[src/rtl/tns_enc_24_seq.sv]
// Serial greedy TNS encoder: one code bit per clock, bit 23 first.
// Define TNS_ENC_RANGE_CHECK_EN to clamp out-of-range words and raise err.
`ifndef BLEN08
`define BLEN08 18
`endif

`ifndef TNS08_A
`define TNS01_C 1
`define TNS01_B 2
`define TNS01_A 3
`define TNS02_C 5
`define TNS02_B 8
`define TNS02_A 13
`define TNS03_C 21
`define TNS03_B 34
`define TNS03_A 55
`define TNS04_C 89
`define TNS04_B 144
`define TNS04_A 233
`define TNS05_C 377
`define TNS05_B 610
`define TNS05_A 987
`define TNS06_C 1597
`define TNS06_B 2584
`define TNS06_A 4181
`define TNS07_C 6765
`define TNS07_B 10946
`define TNS07_A 17711
`define TNS08_C 28657
`define TNS08_B 46368
`define TNS08_A 75025
`endif

module tns_enc_24_seq (
    input  logic               clk,
    input  logic               rst_n,
    input  logic [`BLEN08-1:0] din,
    input  logic               din_valid,
    output logic               din_ready,
    output logic [23:0]        codeout,
    output logic               dout_valid,
    input  logic               dout_ready,
    output logic               err
);

    typedef enum logic [1:0] {
        IDLE,
        ENC,
        DONE
    } state_t;

    state_t             state;
    logic [`BLEN08-1:0] r;
    logic [`BLEN08-1:0] w;
    logic [`BLEN08-1:0] r_ld;
    logic [4:0]         idx;
    logic [23:0]        code;
    logic [23:0]        code_nxt;
    logic               accept;
    logic               take;

    assign din_ready = (state == IDLE);
    assign accept    = din_valid & din_ready;
    assign take      = (r >= w);

    always_comb begin
        w = '0;
        case (idx)
            5'd23:   w = `BLEN08'(`TNS08_A);
            5'd22:   w = `BLEN08'(`TNS08_B);
            5'd21:   w = `BLEN08'(`TNS08_C);
            5'd20:   w = `BLEN08'(`TNS07_A);
            5'd19:   w = `BLEN08'(`TNS07_B);
            5'd18:   w = `BLEN08'(`TNS07_C);
            5'd17:   w = `BLEN08'(`TNS06_A);
            5'd16:   w = `BLEN08'(`TNS06_B);
            5'd15:   w = `BLEN08'(`TNS06_C);
            5'd14:   w = `BLEN08'(`TNS05_A);
            5'd13:   w = `BLEN08'(`TNS05_B);
            5'd12:   w = `BLEN08'(`TNS05_C);
            5'd11:   w = `BLEN08'(`TNS04_A);
            5'd10:   w = `BLEN08'(`TNS04_B);
            5'd9:    w = `BLEN08'(`TNS04_C);
            5'd8:    w = `BLEN08'(`TNS03_A);
            5'd7:    w = `BLEN08'(`TNS03_B);
            5'd6:    w = `BLEN08'(`TNS03_C);
            5'd5:    w = `BLEN08'(`TNS02_A);
            5'd4:    w = `BLEN08'(`TNS02_B);
            5'd3:    w = `BLEN08'(`TNS02_C);
            5'd2:    w = `BLEN08'(`TNS01_A);
            5'd1:    w = `BLEN08'(`TNS01_B);
            5'd0:    w = `BLEN08'(`TNS01_C);
            default: w = '0;
        endcase
    end

    always_comb begin
        code_nxt      = code;
        code_nxt[idx] = take;
    end

`ifdef TNS_ENC_RANGE_CHECK_EN
    localparam logic [`BLEN08-1:0] TNS_MAX = `BLEN08'(
        `TNS08_A + `TNS08_B + `TNS08_C + `TNS07_A + `TNS07_B + `TNS07_C +
        `TNS06_A + `TNS06_B + `TNS06_C + `TNS05_A + `TNS05_B + `TNS05_C +
        `TNS04_A + `TNS04_B + `TNS04_C + `TNS03_A + `TNS03_B + `TNS03_C +
        `TNS02_A + `TNS02_B + `TNS02_C + `TNS01_A + `TNS01_B + `TNS01_C);

    logic over;
    logic err_q;

    // Clamping to the full weight sum makes greedy emit all ones.
    assign over = (din > TNS_MAX);
    assign r_ld = over ? TNS_MAX : din;
    assign err  = err_q;

    always_ff @(posedge clk or negedge rst_n) begin
        if (!rst_n) begin
            err_q <= 1'b0;
        end else if (accept) begin
            err_q <= over;
        end
    end
`else
    assign r_ld = din;
    assign err  = 1'b0;
`endif

    always_ff @(posedge clk or negedge rst_n) begin
        if (!rst_n) begin
            state      <= IDLE;
            r          <= '0;
            idx        <= '0;
            code       <= '0;
            codeout    <= '0;
            dout_valid <= 1'b0;
        end else begin
            unique case (state)
                IDLE: begin
                    if (accept) begin
                        r     <= r_ld;
                        code  <= '0;
                        idx   <= 5'd23;
                        state <= ENC;
                    end
                end
                ENC: begin
                    code <= code_nxt;
                    if (take) begin
                        r <= r - w;
                    end
                    // Output only ever shows a finished codeword.
                    if (idx == 5'd0) begin
                        codeout    <= code_nxt;
                        dout_valid <= 1'b1;
                        state      <= DONE;
                    end else begin
                        idx <= idx - 5'd1;
                    end
                end
                DONE: begin
                    if (dout_ready) begin
                        dout_valid <= 1'b0;
                        state      <= IDLE;
                    end
                end
                default: begin
                    state <= IDLE;
                end
            endcase
        end
    end

endmodule

[config.mk]
export PLATFORM = sky130hd
export DESIGN_NAME = tns_enc_24_seq
export DESIGN_NICKNAME = d
export VERILOG_FILES = /design/src/rtl/tns_enc_24_seq.sv
export SDC_FILE = /design/constraint.sdc
export NUM_CORES = 1
export LEC_CHECK = 0
export CORE_MARGIN = 1.5
export CORE_UTILIZATION = 40
export CTS_CLUSTER_DIAMETER = 30
export CTS_CLUSTER_SIZE = 20
export DETAILED_ROUTE_END_ITERATION = 10
export PLACE_DENSITY_LB_ADDON = 0.3
export SYNTH_ARGS = -nofsm -noshare
export SYNTH_HDL_FRONTEND = slang
export SYNTH_SLANG_ARGS = --single-unit
[constraint.sdc]
create_clock -name clk -period 3.5 [get_ports clk]
set_clock_uncertainty 0.15 [all_clocks]
set_input_delay 0.7 -clock clk [delete_from_list [all_inputs] [get_ports clk]]
set_output_delay 0.7 -clock clk [all_outputs]
set_load 0.02 [all_outputs]
==> results.md <==
* CP peak stage delay at 530 ps
* Layout Utilization at 53.34%
* Synthesized net count at 586
* Final layout net count at 669
* Met3 WL post-DR at 641 microns
* Clock sinks at 73
* Critical Path Fanout Max at 18
* Slowest CP cell: dfrtp_2
* Gpl congestion at 0.9643
* Synth-to-layout area growth at 30.16%
* Routed vias/inst at 5.521
* TritonCTS Buffers at 9
* Skew-Pair Late Insertion Delay at 350 ps
* Seq cells post-synth at 73
* Cell chain of the critical path: nor2b_1 -> and2_1 -> nor2b_1 -> a311oi_1 -> buf_4 -> ha_1 -> o21ai_2 -> buf_4 -> nor3_1 -> o21ai_1 -> nand3b_1 -> buf_4 -> xnor2_1 -> o21ai_0 -> mux2_4
* Port buffer count at 47
* Worst Path Required at 3580 ps
* Dpl ws at -81.58 ps
* Avg WL per Cell at 16.70 microns
* Number of synthesized flops with an enable pin at 0
* Post-Synthesis Cells at 537
* Vias in the first global route at 4,130
* Met1 Wirelength at 5903 microns
* Distinct cells, synth at 62
* Hold path cells at 2
* WL met2 at 6000 microns
* First-pass GRT wire length at 21,040 microns
* I/O Pins at 49
* Pins Over Slew Limit at 0
* Top-area cell type share of the netlist area at 39.21%
* Final Cell Area at 0.006065 sq mm
* Final hold violations at 0
* Die H at 110.9 microns
* Sequential fraction of the synthesis area at 39.21%
* CP arrival at 3410 ps
* Fmax at 300.0 MHz
* Ant diodes at 0
* Syn Area/Cell at 8.677 sq um
* Worst reg2reg path depth at 15
* Final min period at 3334 ps
* Gr ovfl total at 0
* Die ar. at 0.01231 sq mm
* Most common cell in the netlist: o21ai_0
* Initial Utilization at 40.98%
* Synth cell count leaders: o21ai_0, dfrtp_1, nand2_1
* Vias at 4,240
* ANT nets after route at 0
* Clock buffer depth at 2
* Initial antenna violation count at 0
* DRC at 0
* Fin cells at 768
* Gr usage total at 21.51%
* Final period utilization at 95.25%
* Final setup viols at 0
* Final WL at 12,820 microns
* Post-DP Area at 0.005574 sq mm
* Worst-path clk slew at 60 ps
* DRT Pass-1 Iters at 5
* Crit. End Element: flop
* Core area at 0.01137 sq mm
* Mapped cell area at 0.004659 sq mm
* Cell mode on critical path: buf_4
* Status: completed
* Top FF cell, synth: dfrtp_1
* MaxCap Viol Count at 0
* Type of origin of the critical path: flop
* Worst slew margin at 37.18%
* Detailed Place HPWL at 9253 microns
* Max H-tree Level at 3
* Die X at 110.9 microns
* CTS tree: yes
* Hold_buf cts at 0
* Worst slew pin tran at 942.3 ps
* Largest net degree at the start of global routing at 74
* Post-Place Cells at 748
* Top cells by area, synth: dfrtp_1, o21ai_0, ha_1, a21oi_1, nand2_1
* DR top layer: met4
* Share of cells above drive strength 1 at 20.80%
* Site Rows at 39
* Ys async rst share at 100.0%
* Worst min-delay path category: flop to flop
* Initial drt markers at 268
* Synth area leader: dfrtp_1
* CTS root buffer: clkbuf_16
* Fillers at 1,049
* Ys Warns at 0
* Final WS setup at 166.2 ps
* Kind of critical path: flop to flop
layout make-up:
class | instances | area, sq um | share of cell area (%)
clock buffers | 11 | 232.7 | 3.837
clock inverters | 5 | 80.08 | 1.320
inverters | 22 | 82.58 | 1.362
multi-input cells | 410 | 2725 | 44.93
flip-flops and latches | 73 | 1829 | 30.16
well taps | 143 | 178.9 | 2.950
repair buffers | 104 | 935.9 | 15.43
final timing paths:
path | start | end | slack (ps)
max in group asynchronous | rst_n | idx[2]$_DFFE_PN0P_ | 2180
worst min register to register | codeout[18]$_DFFE_PN0P_ | codeout[18]$_DFFE_PN0P_ | 330
worst max-delay path | idx[3]$_DFFE_PN0P_ | r[9]$_DFFE_PN0P_ | 170
worst max register to register | idx[3]$_DFFE_PN0P_ | r[9]$_DFFE_PN0P_ | 170
worst min-delay path | codeout[18]$_DFFE_PN0P_ | codeout[18]$_DFFE_PN0P_ | 330
min in group asynchronous | rst_n | codeout[5]$_DFFE_PN0P_ | 360
repair_timing:
action | in CTS | in global routing
setup buffers | 3 | 1
endpoints found under the setup margin | 30 | 45
hold endpoints to repair | 0 | 0
pin swaps | 5 | 12
resized for setup | 5 | 34
registers in the layout, summed over array words and instances, names as in the netlist:
register,count
code,23
codeout,24
dout_valid,1
idx,5
r,18
state,2
logic make-up after synthesis:
logic type                 count (synthesis)  share of synthesized area [%]
and+or+nand+nor                          161                          16.38
buffers and inverters                     54                          5.263
muxes                                      8                          1.987
adders and majority gates                 27                          7.411
xor gates and xnor gates                  16                          3.008
DFF                                       73                          39.21
AOI/OAI and AO/OA                        197                          26.67
other                                      1                        0.08048
metrics by stage:
stage	hold WS [ps]	setup TNS [ps]
2_1_floorplan	254.4	0
3_3_place_gp	311.3	-20.01
3_5_place_dp	320.2	-866.5
4_1_cts	335.2	-7.105
5_1_grt	351.5	-84.67
6_report	326.7	0
layer usage:
| metal | vias up | GRT usage [%] |
|---|---|---|
| li1 | 2083 | - |
| met1 | 2016 | 28.42 |
| met2 | 118 | 34.90 |
| met3 | 23 | 3.882 |
| met4 | 0 | 8.718 |
| met5 | - | 0 |
cell usage in the layout, fill, tap and decap left out, types with 5 or more instances in the layout:
cell type	n
a22o_1	14
xnor2_1	7
clkbuf_16	9
mux2_2	6
xor2_1	9
nor2b_1	6
inv_1	19
nand2_1	58
ha_2	6
dfrtp_1	71
nand3_1	11
a21oi_1	41
nor2_1	41
ha_1	18
nor3_1	7
a21o_1	6
nand2b_1	13
o22ai_1	10
clkdlybuf4s50_1	46
buf_4	53
a211oi_1	5
a21oi_2	7
o21ai_0	73
and2_1	6
critical path, delay by kind of cell (launching register included):
family,cells,cell delay [ps]
flip-flops,1,530
adder cells (fa/ha/maj),1,250
multiplexers,1,260
XOR/XNOR,1,120
AO/OA/AOI/OAI,4,710
AND/OR/NAND/NOR,5,690
buffers and inverters,3,480
Power is not shown: default switching activity piles up to over one toggle a cycle in this logic, so the estimate is an artifact.
